<file path="src/rtl/witf_scoreboard.sv">
// witf_scoreboard -- write-in-flight table for the in-order pipeline.
//
// Ordered FIFO of destination registers that the decode stage has dispatched
// and the writeback stage has not yet committed. Decode uses it to detect
// read-after-write hazards (isRAW) and to stall when the table is full.
//
// Ports:
//   clk        clock, all state updates on the rising edge
//   rst        synchronous active-low reset
//   disp_en    decode dispatches a register-writing instruction
//   disp_rd    destination register of that instruction
//   rs1, rs2   source indices of the instruction currently in decode
//   wb_en      writeback commits a register write (retire oldest entry)
//   wb_rd      register being written back
//   isRAW      decode instruction reads a register still in flight
//   witf_full  table holds DEPTH entries
//   witf_empty table holds no entries
//   witf_cnt   occupancy, 0..DEPTH
//   witf_err   sticky protocol error (overflow, underflow, out-of-order retire)
module witf_scoreboard #(
  parameter int DEPTH  = 4,
  parameter int PTR_W  = 2,
  parameter int REG_AW = 5
) (
  input  logic              clk,
  input  logic              rst,
  input  logic              disp_en,
  input  logic [REG_AW-1:0] disp_rd,
  input  logic [REG_AW-1:0] rs1,
  input  logic [REG_AW-1:0] rs2,
  input  logic              wb_en,
  input  logic [REG_AW-1:0] wb_rd,
  output logic              isRAW,
  output logic              witf_full,
  output logic              witf_empty,
  output logic [PTR_W:0]    witf_cnt,
  output logic              witf_err
);

  localparam logic [PTR_W:0] FULL_CNT = PTR_W'(1) << PTR_W;

  logic [DEPTH-1:0]  valid_reg;
  logic [REG_AW-1:0] rd_mem [DEPTH];
  logic [PTR_W-1:0]  head_reg;
  logic [PTR_W-1:0]  tail_reg;
  logic [PTR_W:0]    count_reg;
  logic              err_reg;

  logic              full;
  logic              empty;
  logic              do_disp;
  logic              do_retire;
  logic              order_bad;
  logic [DEPTH-1:0]  hit;

  assign full  = (count_reg == FULL_CNT);
  assign empty = (count_reg == '0);

  // Full/empty checks use the state before this edge: a retire on a full
  // table does not make room for a same-cycle dispatch, and a dispatch into
  // an empty table does not give a same-cycle retire anything to pop.
  // Because of this, head and tail never address the same entry in a cycle
  // where both a push and a pop happen.
  assign do_disp   = disp_en && !full;
  assign do_retire = wb_en && !empty;
  assign order_bad = do_retire && (wb_rd != rd_mem[head_reg]);

  // Per-entry hazard match. Index 0 is hardwired and never a hazard, so a
  // zero source index is excluded even if a zero rd ever lands in the table.
  // An entry retiring this cycle is still valid here: the register file is
  // written at this edge with no bypass, so the hazard clears next cycle.
  genvar gi;
  generate
    for (gi = 0; gi < DEPTH; gi++) begin : g_hit
      assign hit[gi] = valid_reg[gi] &&
                       (((rd_mem[gi] == rs1) && (rs1 != '0)) ||
                        ((rd_mem[gi] == rs2) && (rs2 != '0)));
    end
  endgenerate

  assign isRAW      = |hit;
  assign witf_full  = full;
  assign witf_empty = empty;
  assign witf_cnt   = count_reg;
  assign witf_err   = err_reg;

  // Register indices carry no reset; valid bits alone define occupancy.
  always_ff @(posedge clk) begin
    if (do_disp) begin
      rd_mem[tail_reg] <= disp_rd;
    end
  end

  always_ff @(posedge clk) begin
    if (!rst) begin
      valid_reg <= '0;
      head_reg  <= '0;
      tail_reg  <= '0;
      count_reg <= '0;
      err_reg   <= 1'b0;
    end else begin
      if (do_retire) begin
        valid_reg[head_reg] <= 1'b0;
        head_reg            <= head_reg + 1'b1;
      end
      if (do_disp) begin
        valid_reg[tail_reg] <= 1'b1;
        tail_reg            <= tail_reg + 1'b1;
      end
      case ({do_disp, do_retire})
        2'b10:   count_reg <= count_reg + 1'b1;
        2'b01:   count_reg <= count_reg - 1'b1;
        default: count_reg <= count_reg;
      endcase
      // Overflow, underflow and a mismatched retire are all sticky.
      if ((disp_en && full) || (wb_en && empty) || order_bad) begin
        err_reg <= 1'b1;
      end
    end
  end

endmodule
</file>
<file path="config.mk">
export PLATFORM = sky130hd
export DESIGN_NAME = witf_scoreboard
export DESIGN_NICKNAME = d
export VERILOG_FILES = /design/src/rtl/witf_scoreboard.sv
export SDC_FILE = /design/constraint.sdc
export NUM_CORES = 1
export LEC_CHECK = 0
export BUFFER_PORTS_ARGS = -buffer_cell sky130_fd_sc_hd__buf_2
export CORE_ASPECT_RATIO = 0.7
export CORE_MARGIN = 10
export CORE_UTILIZATION = 23
export DETAILED_ROUTE_END_ITERATION = 6
export PLACE_DENSITY_LB_ADDON = 0.15
export SYNTH_ARGS = -nofsm -noshare
export SYNTH_HDL_FRONTEND = slang
export SYNTH_SLANG_ARGS = --single-unit
export TNS_END_PERCENT = 5
</file>
<file path="constraint.sdc">
create_clock -name clk -period 1.92 [get_ports clk]
set_input_delay 0.384 -clock clk [delete_from_list [all_inputs] [get_ports clk]]
set_output_delay 0.384 -clock clk [all_outputs]
set_load 0.01 [all_outputs]
</file>
==> results of run 1 <==
## worst reg2reg max path, stage by stage (launching register included)
cell	delay [ns]
dfxtp_4	0.36
nor3b_4	0.20
nor2b_2	0.09
inv_2	0.08
ha_4	0.13
inv_1	0.05
fa_2	0.33
xor2_1	0.15
or3_1	0.30
a21boi_1	0.12
## metrics by stage
step	area [um2]	hold WS, ns	worst slack, ns	power, mW
finish	2680	0.328	-0.153	3.04
global route	2680	0.330	-0.221	3.22
CTS	2660	0.323	-0.156	3.07
detailed placement	2400	0.495	-0.272	1.98
global placement	2400	0.485	-0.291	1.99
floorplan	2070	0.472	-0.0954	1.69
## path summary, 6_finish.rpt
kind                                endpoint  slack (ns)  cells after the start
worst max-delay path                   isRAW       -0.15                      7
worst min-delay path            rd_mem[0][0]        0.33                      1
worst min register to register      witf_err        0.50                      2
worst max register to register   witf_cnt[2]        0.05                      9
## power by group through the flow
| stage | combinational [mW] | sequential (mW) | clock (mW) |
|---|---|---|---|
| after CTS | 0.934 | 1.06 | 1.08 |
| after global routing | 1.03 | 1.07 | 1.12 |
| after detailed placement | 0.907 | 1.07 | 0 |
| after global placement | 0.907 | 1.08 | 0 |
| after floorplan | 0.651 | 1.03 | 0 |
| final | 0.925 | 1.06 | 1.06 |
## layout by cell type (no fill, tap or decap), types with 2 or more instances in the layout
master	count
xnor2_1	31
nor2b_1	6
bufinv_16	2
nand3_1	8
clkbuf_16	5
o21ai_0	2
nor4_2	4
mux4_1	5
nand2_1	5
o21ai_1	4
nor4_1	4
buf_6	2
mux2i_1	2
buf_4	15
ha_1	8
or4_4	2
dfxtp_1	11
dfxtp_4	2
a21oi_1	5
inv_1	7
nor2_4	2
edfxtp_1	20
nand4_1	2
a21boi_1	2
and2_1	9
nor2b_2	2
buf_2	28
xor2_1	18
## logic make-up (layout without fill, tap and decap cells)
kind of cell	after synthesis	in the layout	share of synthesized area
flops	34	34	0.434
xor+xnor	49	49	0.211
fa+ha+maj	10	10	0.0653
simple gates	47	47	0.132
mux	7	7	0.0745
buf+inv	22	61	0.0449
compound gates	14	14	0.0382
## layout make-up
| type | count | area [um2] | area share |
|---|---|---|---|
| multi-input combinational | 127 | 1140 | 0.425 |
| sequential | 34 | 890 | 0.332 |
| timing repair buffer | 45 | 275 | 0.103 |
| tap | 120 | 150 | 0.0561 |
| clock buffer | 5 | 125 | 0.0467 |
| clock inverter | 3 | 68.8 | 0.0257 |
| inverter | 8 | 30.0 | 0.0112 |
## metal layers
metal,global-route usage,share of wire,vias up
met5,0,0,-
met4,0.0304,0.013,0
met3,0.0233,0.062,6
met2,0.0994,0.36,40
met1,0.125,0.57,662
li1,-,-,703
## repair_timing
action                     4_1_cts  5_1_grt
pin swaps                        8        6
hold buffers                     0        0
gates cloned                     0        0
buffers inserted                 1        1
setup endpoints to repair        2        3
resized for setup               14        2
==> results by group, run 1 <==
STA
  – Worst Slack Setup Final: -0.153 ns
  – RSZ-0062 raised after global routing: true
  – Period utilization: 1.08
  – Max-slew headroom: 0.729
  – Final setup TNS: -0.153 ns
  – # setup viols final: 1
  – Crit path time final: 2.07 ns
  – Final number of max-transition violations: 0
  – Fmax: 0.482 GHz
  – Fin. Hold Viols: 0
  – Clk_skew: 0.00403 ns
  – Worst Tran Pin Value: 0.406 ns

Floorplanning
  – FP Rows: 28
  – Initial Utilization: 0.239
  – Die Area: 0.0131 mm2
  – Die Y: 98.6 um
  – Overall die width: 132 um
  – Total core area: 0.00851 mm2
  – Number of top-level pins: 31

Power and ir drop
  – Sw Pwr: 0.893 mW
  – Peak supply drop: 0.000404 V
  – Logic pwr share: 0.304
  – Register share of total power: 0.348
  – Net Sw Frac: 0.293
  – Power Dens Cells: 1140 mW/mm2
  – Clock share of power: 0.349
  – Pleak: 0.976 nW
  – Internal: 2.15 mW

Route
  – DRC violations left: 0
  – Final WL: 5.21 mm
  – Post-DR wirelength/cell: 15.2 um
  – Via density: 4.13
  – Drt first pass iters: 4
  – First-iteration detailed-routing DRC count: 89
  – ANT nets after route: 0
  – Vias: 1411

Clocking
  – CTS max path bufs: 2
  – Htree depth: 2
  – Number of CTS-inserted buffers: 5
  – CTS sink cnt: 34
  – Root Driver: clkbuf_16
  – CTS tree: yes
  – Worst skew pair latency: 0.28 ns
  – Clock slew at reported path FFs: 0.06 ns

Finish
  – FILL cells: 881
  – Antenna cells: 0
  – Final std cells w/o fill: 342
  – Max FFs per register: 20
  – Nets: 255
  – Share of cells above drive strength 1: 0.315
  – Synthesis-to-finish area growth: 31.8%
  – Core Util, Final: 0.315

Setup path
  – Crit Path Class: reg2out
  – CP arrival: 1.69 ns
  – Startpoint type of the worst setup path: register
  – CP max-delay cell: edfxtp_1
  – Worst-path cell chain: buf_4, xnor2_1, nand3_1, nor4_1, o21ai_1, nand4_1, buf_2
  – Worst-path maximum fanout: 2
  – Crit-path leading delay family: flip-flops
  – Largest stage delay, worst path: 0.43 ns
  – Crit path launch: rd_mem[0][4]
  – Critical path buffers and inverters: 2
  – CP endpoint kind: primary output
  – Worst path required time: 1.54 ns
  – Critical R2R Launch: witf_cnt[2]

Global route
  – Overall Global Routing Usage: 0.0811
  – Initial antenna violation count: 0
  – First-pass GRT wire length: 8.31 mm
  – Total grt overflow: 0
  – Vias in the first global route: 1439
  – Largest net degree at the start of global routing: 14

Logic synthesis
  – Asr flop ratio synth: 0
  – Sequential fraction of the synthesis area: 0.433
  – Library cells used by synthesis: 29
  – Count leader, synth: xnor2_1
  – Post-synth top area share: 0.296
  – Cells after synthesis: 183
  – Number of synthesized flops with an enable pin: 20
  – Synth warn: 0
  – #FFs+latches synth: 34
  – Synth cell count leaders: 31 x xnor2_1, 20 x edfxtp_1, 18 x xor2_1
  – Post-synth top area cell: edfxtp_1
  – Top FF cell, synth: edfxtp_1
  – Post-Synthesis Net Count: 217
  – Area contributors post-synth: edfxtp_1 30%, dfxtp_1 14%, xnor2_1 13%, xor2_1 7.8%, mux4_1 6.5%
  – Cell Area, Synth: 0.00203 mm2
  – Avg Cell Area, Syn: 11.1 um2

Place
  – Count of input and output buffers: 30
  – Placed instance count: 332
  – GP Congestion: 0.775
  – DP HPWL: 4.17 mm

Flow run
  – MaxCap Viol Count: 0

Status
  – Failing checks: negative setup slack
  – Status: complete, but fails checks

Hold path
  – Hold wc startpoint: disp_rd[0]
  – Worst Hold Class: in2reg
(Power assumes the default switching activity.)
==> inputs of run 2 (changes only) <==
Settings changed: ABC_AREA from default to 1.
==> results by group, run 2 <==
STA
  – Period utilization: 1.03 (was 1.08)
  – Max-slew headroom: 0.753 (was 0.729)
  – Fmax: 0.504 GHz (was 0.482 GHz)
  – Crit path time final: 1.98 ns (was 2.07 ns)
  – Clk_skew: 0.00467 ns (was 0.00403 ns)
  – Min Hold Slack: 0.323 ns (was 0.328 ns)
  – Worst Slack Setup Final: -0.0627 ns (was -0.153 ns)
  – Fin. Hold Viols: 0 (unchanged)
  – Worst Tran Pin Value: 0.369 ns (was 0.406 ns)
  – RSZ-0062 raised after global routing: true (unchanged)
  – Final number of max-transition violations: 0 (unchanged)
  – # setup viols final: 1 (unchanged)

Route
  – Final WL: 5.99 mm (was 5.21 mm)
  – Post-DR wirelength/cell: 12.8 um (was 15.2 um)
  – DRC violations left: 0 (unchanged)
  – First-iteration detailed-routing DRC count: 141 (was 89)
  – Vias: 1885 (was 1411)
  – ANT nets after route: 0 (unchanged)
  – Drt first pass iters: 4 (unchanged)
  – Via density: 4.02 (was 4.13)

Finish
  – Max FFs per register: 20 (unchanged)
  – Synthesis-to-finish area growth: 25.2% (was 31.8%)
  – Antenna cells: 0 (unchanged)
  – Final Cell Area: 0.00281 mm2 (was 0.00268 mm2)
  – Nets: 374 (was 255)
  – Most common cell after layout, fill and taps aside: nand2_1 (was xnor2_1)
  – Core Util, Final: 0.293 (was 0.315)
  – Commonest cells after routing, fill and taps aside: 106 x nand2_1, 35 x inv_1, 30 x buf_2, 25 x xnor2_1, 22 x nor2_1 (was 31 x xnor2_1, 28 x buf_2, 20 x edfxtp_1, 18 x xor2_1, 15 x buf_4)
  – Share of cells above drive strength 1: 0.185 (was 0.315)
  – Final std cells w/o fill: 469 (was 342)

Setup path
  – Flop-to-flop setup slack: 0.08 ns (was 0.05 ns)
  – Crit Path Class: reg2out (unchanged)
  – Critical R2R Launch: witf_cnt[0] (was witf_cnt[2])
  – Worst reg2reg path endpoint: witf_cnt[2] (unchanged)
  – Worst-path cell chain: inv_1, nand2_1, nand2_1, nand2_1, nor2_1, nand2_1, nand2_1, nand2_1, nand2_1, inv_1, nand2_1, buf_2 (was buf_4, xnor2_1, nand3_1, nor4_1, o21ai_1, nand4_1, buf_2)
  – Worst-path maximum fanout: 4 (was 2)
  – Most frequent CP cell: nand2_1
  – CP endpoint: isRAW (unchanged)
  – Critical path buffers and inverters: 3 (was 2)
  – Crit-path leading delay family: simple AND/OR/NAND/NOR gates (was flip-flops)
  – CP endpoint kind: primary output (unchanged)
  – Crit path launch: rd_mem[0][2] (was rd_mem[0][4])
  – Worst path required time: 1.54 ns (about the same)
  – CP arrival: 1.60 ns (was 1.69 ns)
  – Critical path depth in cells: 12 (was 7)
  – CP max-delay cell: edfxtp_1 (unchanged)
  – Largest stage delay, worst path: 0.50 ns (was 0.43 ns)
  – R2R depth: 10 (was 9)
  – Startpoint type of the worst setup path: register (unchanged)

Logic synthesis
  – Post-synth top area share: 0.267 (was 0.296)
  – Sequential fraction of the synthesis area: 0.392 (was 0.433)
  – Count leader, synth: nand2_1 (was xnor2_1)
  – Area contributors post-synth: edfxtp_1 27%, nand2_1 18%, dfxtp_1 12%, xnor2_1 10%, inv_1 5.8% (was edfxtp_1 30%, dfxtp_1 14%, xnor2_1 13%, xor2_1 7.8%, mux4_1 6.5%)
  – Avg Cell Area, Syn: 7.47 um2 (was 11.1 um2)
  – Cell Area, Synth: 0.00225 mm2 (was 0.00203 mm2)
  – Cells after synthesis: 301 (was 183)
  – Library cells used by synthesis: 23 (was 29)
  – Synth cell count leaders: 106 x nand2_1, 35 x inv_1, 26 x xnor2_1 (was 31 x xnor2_1, 20 x edfxtp_1, 18 x xor2_1)
  – Top FF cell, synth: edfxtp_1 (unchanged)
  – #FFs+latches synth: 34 (unchanged)
  – Post-synth top area cell: edfxtp_1 (unchanged)
  – Post-Synthesis Net Count: 335 (was 217)
  – Number of synthesized flops with an enable pin: 20 (unchanged)
  – Synth warn: 0 (unchanged)
  – Asr flop ratio synth: 0 (unchanged)

Global route
  – First-pass GRT wire length: 9.87 mm (was 8.31 mm)
  – Vias in the first global route: 1857 (was 1439)
  – Largest net degree at the start of global routing: 13 (was 14)
  – Overall Global Routing Usage: 0.0876 (was 0.0811)
  – Initial antenna violation count: 0 (unchanged)
  – Total grt overflow: 0 (unchanged)

Place
  – Dpl cell area: 0.00254 mm2 (was 0.00240 mm2)
  – Placed instance count: 452 (was 332)
  – GP Congestion: 0.837 (was 0.775)
  – DP HPWL: 5.07 mm (was 4.17 mm)
  – Count of input and output buffers: 30 (unchanged)

Floorplanning
  – Initial Utilization: 0.234 (was 0.239)
  – Die Area: 0.0142 mm2 (was 0.0131 mm2)
  – Total core area: 0.00961 mm2 (was 0.00851 mm2)
  – FP Rows: 30 (was 28)
  – Die Y: 103 um (was 98.6 um)
  – Number of top-level pins: 31 (unchanged)
  – Overall die width: 138 um (was 132 um)

Power and ir drop
  – Power Dens Cells: 1060 mW/mm2 (was 1140 mW/mm2)
  – Peak supply drop: 0.000350 V (was 0.000404 V)
  – Pleak: 1.31 nW (was 0.976 nW)

Clocking
  – Root Driver: clkbuf_16 (unchanged)
  – CTS sink cnt: 34 (unchanged)
  – Htree depth: 2 (unchanged)
  – Hold-fix buffers at CTS: 0 (unchanged)
  – CTS tree: yes (unchanged)
  – CTS max path bufs: 2 (unchanged)
  – Clock slew at reported path FFs: 0.06 ns (about the same)
  – Worst skew pair latency: 0.28 ns (about the same)
  – Number of CTS-inserted buffers: 5 (unchanged)

Status
  – Status: complete, but fails checks (unchanged)
  – Failing checks: negative setup slack (unchanged)

Flow run
  – MaxCap Viol Count: 0 (unchanged)

Hold path
  – Worst Hold Class: in2reg (unchanged)
[run 2: cell types whose count changed in the layout (fill, tap and decap cells not counted), sizes merged, moves of 4 or more]
cell,previous run,this run
a21oi,5,14
and2,9,0
inv,8,38
mux4,5,0
nand2,5,106
nand3,8,12
nand3b,0,4
nor2,2,25
nor2b,8,0
nor4,8,0
o21ai,6,10
xnor2,31,26
xor2,18,7
[run 2: stage by stage]
step | power [mW] | setup TNS [ns] | setup slack, ns
5_1_grt | 3.22 | -0.320 | -0.263
6_report | 2.97 | -0.0627 | -0.0627
3_3_place_gp | 1.95 | 0 | 0.00803
3_5_place_dp | 1.95 | -0.0121 | -0.0121
2_1_floorplan | 1.67 | 0 | 0.0116
4_1_cts | 3.01 | -0.0863 | -0.0863
[run 2: how the worst min path moves through the flow]
stage	startpoint	endpoint	slack, ns	cells past startpoint
final	disp_rd[2]	rd_mem[0][2]	0.32	1
after global routing	disp_rd[2]	rd_mem[0][2]	0.32	1
after CTS	disp_rd[2]	rd_mem[0][2]	0.32	1
after detailed placement	valid_reg[1]	valid_reg[1]	0.46	2
after global placement	valid_reg[1]	valid_reg[1]	0.46	2
after floorplan	valid_reg[0]	valid_reg[0]	0.44	2
[run 2: cell type report]
cell class | instances | area (um2)
Multi-Input combinational cell | 218 | 1180
Timing Repair Buffer | 43 | 248
Clock buffer | 5 | 125
Tap cell | 128 | 160
Sequential cell | 34 | 890
Fill cell | 1081 | 6800
Inverter | 38 | 145
Clock inverter | 3 | 68.8
[run 2: per-layer routing]
metal  global-route usage  wire length [um]  vias up
li1                     -                 -     1006
met1                0.131              3400      837
met2                0.118              2240       37
met3               0.0225               304        5
met4               0.0242                50        0
met5                    0                 0        -
[run 2: kinds of logic after synthesis]
| logic type | synth area share |
|---|---|
| AO/OA/AOI/OAI | 0.0534 |
| XOR/XNOR | 0.129 |
| adder cells (fa/ha/maj) | 0.0590 |
| buffers and inverters | 0.0918 |
| flip-flops | 0.392 |
| AND/OR/NAND/NOR | 0.275 |
[run 2: report_power, final]
| part | switching [mW] | internal, mW |
|---|---|---|
| Clock | 0.298 | 0.745 |
| Combinational | 0.510 | 0.360 |
| Sequential | 0.153 | 0.904 |
[run 2: timing repair]
| item | CTS | global route |
|---|---|---|
| resized for setup | 0 | 3 |
| pin swaps | 5 | 1 |
| buffers inserted | 4 | 5 |
| endpoints found under the hold margin | 0 | 0 |
| endpoints found under the setup margin | 1 | 2 |
==> inputs of run 3 (changes only) <==
Settings changed: CORE_UTILIZATION 23 to 40.
==> results by group, run 3 (synthesized netlist as in run 2, its figures left out) <==
Setup path
  – R2R depth: 10 (unchanged)
  – Startpoint type of the worst setup path: register (unchanged)
  – Worst path required time: 1.54 ns (about the same)
  – Critical R2R Launch: witf_cnt[0] (unchanged)
  – CP arrival: 1.60 ns (about the same)
  – Crit Path Class: reg2out (unchanged)
  – Flop-to-flop setup slack: 0.07 ns (was 0.08 ns)
  – CP endpoint kind: primary output (unchanged)
  – Worst reg2reg path endpoint: witf_cnt[2] (unchanged)
  – Worst-path maximum fanout: 4 (unchanged)

Clocking
  – Post-cts resize count: 0 (unchanged)
  – Number of CTS-inserted buffers: 5 (unchanged)
  – CTS sink cnt: 34 (unchanged)
  – CTS tree: yes (unchanged)
  – Clock slew at reported path FFs: 0.07 ns (was 0.06 ns)
  – Htree depth: 2 (unchanged)
  – Root Driver: clkbuf_8 (was clkbuf_16)
  – CTS max path bufs: 2 (unchanged)
  – Worst skew pair latency: 0.29 ns (was 0.28 ns)
  – Hold-fix buffers at CTS: 0 (unchanged)

Global route
  – First-pass GRT wire length: 8.35 mm (was 9.87 mm)
  – Vias in the first global route: 1733 (was 1857)
  – Overall Global Routing Usage: 0.121 (was 0.0876)
  – Total grt overflow: 0 (unchanged)
  – Largest net degree at the start of global routing: 12 (was 13)
  – Initial antenna violation count: 0 (unchanged)

Floorplanning
  – Initial Utilization: 0.421 (was 0.234)
  – Die Y: 82.7 um (was 103 um)
  – Number of top-level pins: 31 (unchanged)
  – Overall die width: 110 um (was 138 um)
  – FP Rows: 22 (was 30)
  – Die Area: 0.00907 mm2 (was 0.0142 mm2)
  – Total core area: 0.00534 mm2 (was 0.00961 mm2)

STA
  – Fin. Hold Viols: 0 (unchanged)
  – Max-slew headroom: 0.776 (was 0.753)
  – Fmax: 0.503 GHz (was 0.504 GHz)
  – Final number of max-transition violations: 0 (unchanged)
  – Clk_skew: 0.00322 ns (was 0.00467 ns)
  – Worst Slack Setup Final: -0.0683 ns (was -0.0627 ns)
  – Min Hold Slack: 0.311 ns (was 0.323 ns)
  – Final setup TNS: -0.0683 ns (was -0.0627 ns)
  – Crit path time final: 1.99 ns (was 1.98 ns)
  – RSZ-0062 raised after global routing: true (unchanged)
  – Period utilization: 1.04 (was 1.03)
  – Worst Tran Pin Value: 0.335 ns (was 0.369 ns)
  – # setup viols final: 1 (unchanged)

Finish
  – Nets: 366 (was 374)
  – Core Util, Final: 0.482 (was 0.293)
  – Antenna cells: 0 (unchanged)
  – Final std cells w/o fill: 405 (was 469)
  – Share of cells above drive strength 1: 0.159 (was 0.185)
  – Max FFs per register: 20 (unchanged)
  – Most common cell after layout, fill and taps aside: nand2_1 (unchanged)
  – FILL cells: 556 (was 1081)
  – Synthesis-to-finish area growth: 14.5% (was 25.2%)
  – Final Cell Area: 0.00257 mm2 (was 0.00281 mm2)
  – Commonest cells after routing, fill and taps aside: 106 x nand2_1, 35 x inv_1, 30 x buf_2, 26 x xnor2_1, 23 x nor2_1 (was 106 x nand2_1, 35 x inv_1, 30 x buf_2, 25 x xnor2_1, 22 x nor2_1)

Route
  – Final WL: 5.13 mm (was 5.99 mm)
  – Post-DR wirelength/cell: 12.7 um (was 12.8 um)
  – First-iteration detailed-routing DRC count: 90 (was 141)
  – Vias: 1799 (was 1885)
  – DRC violations left: 0 (unchanged)
  – ANT nets after route: 0 (unchanged)
  – Drt first pass iters: 4 (unchanged)
  – Via density: 4.44 (was 4.02)

Place
  – DP HPWL: 4.29 mm (was 5.07 mm)
  – Placed instance count: 396 (was 452)
  – Dpl cell area: 0.00247 mm2 (was 0.00254 mm2)
  – GP Congestion: 0.861 (was 0.837)
  – Count of input and output buffers: 30 (unchanged)
  – Pre-CTS setup slack: -0.00514 ns (was -0.0121 ns)

Status
  – Status: complete, but fails checks (unchanged)
  – Failing checks: negative setup slack (unchanged)

Power and ir drop
  – Pleak: 1.22 nW (was 1.31 nW)
  – Total power draw: 2.45 mW (was 2.97 mW)
  – Peak supply drop: 0.000409 V (was 0.000350 V)
  – Power Dens Cells: 950 mW/mm2 (was 1060 mW/mm2)

Hold path
  – Hold wc startpoint: disp_rd[3] (was disp_rd[2])
  – Worst Hold Path Cells: 1 (unchanged)
  – Hold Path Sink: rd_mem[1][3] (was rd_mem[0][2])
  – Worst Hold Class: in2reg (unchanged)

Flow run
  – MaxCap Viol Count: 0 (unchanged)
==> run 3: power by group <==
part,internal [mW],total (mW),switching (mW)
Sequential,0.903,1.05,0.147
Clock,0.288,0.545,0.257
Combinational,0.356,0.850,0.495
==> run 3: final cells by class <==
cell class / instances / area (um2) / share of cell area
tap: 72 / 90.1 / 0.0350
sequential: 34 / 890 / 0.345
clock inverter: 2 / 12.5 / 0.00486
clock buffer: 6 / 82.6 / 0.0321
timing repair buffer: 35 / 188 / 0.0729
multi-input combinational: 218 / 1170 / 0.453
inverter: 38 / 145 / 0.0564
==> run 3: metal layers <==
layer	routed length (um)	GRT usage	vias up
li1	-	-	988
met1	2630	0.172	757
met2	1940	0.170	48
met3	522	0.0379	6
met4	40	0.0350	0
met5	0	0	-
==> run 3: timing repair <==
action                                  in CTS  in global routing
setup buffers                                1                  0
pin swaps                                    1                  1
endpoints found under the setup margin       1                  2
==> run 3: worst max-delay path by stage <==
stage                             from           to  cells past startpoint
after global placement           wb_en  witf_cnt[2]                     11
after detailed placement         wb_en  witf_cnt[2]                     11
final                     rd_mem[0][2]        isRAW                     10
after CTS                 rd_mem[0][2]        isRAW                     10
after floorplan            witf_cnt[0]  witf_cnt[2]                     11
after global routing      rd_mem[0][1]        isRAW                     10
==> run 3: worst max-delay path: stages, from the launching register on <==
cell,delay [ns]
edfxtp_1,0.51
xnor2_1,0.18
nand2_1,0.06
nor2_1,0.11
nand2_1,0.06
nand2_1,0.07
nand2_1,0.05
nand2_1,0.05
inv_1,0.03
nand2_1,0.06
buf_2,0.13
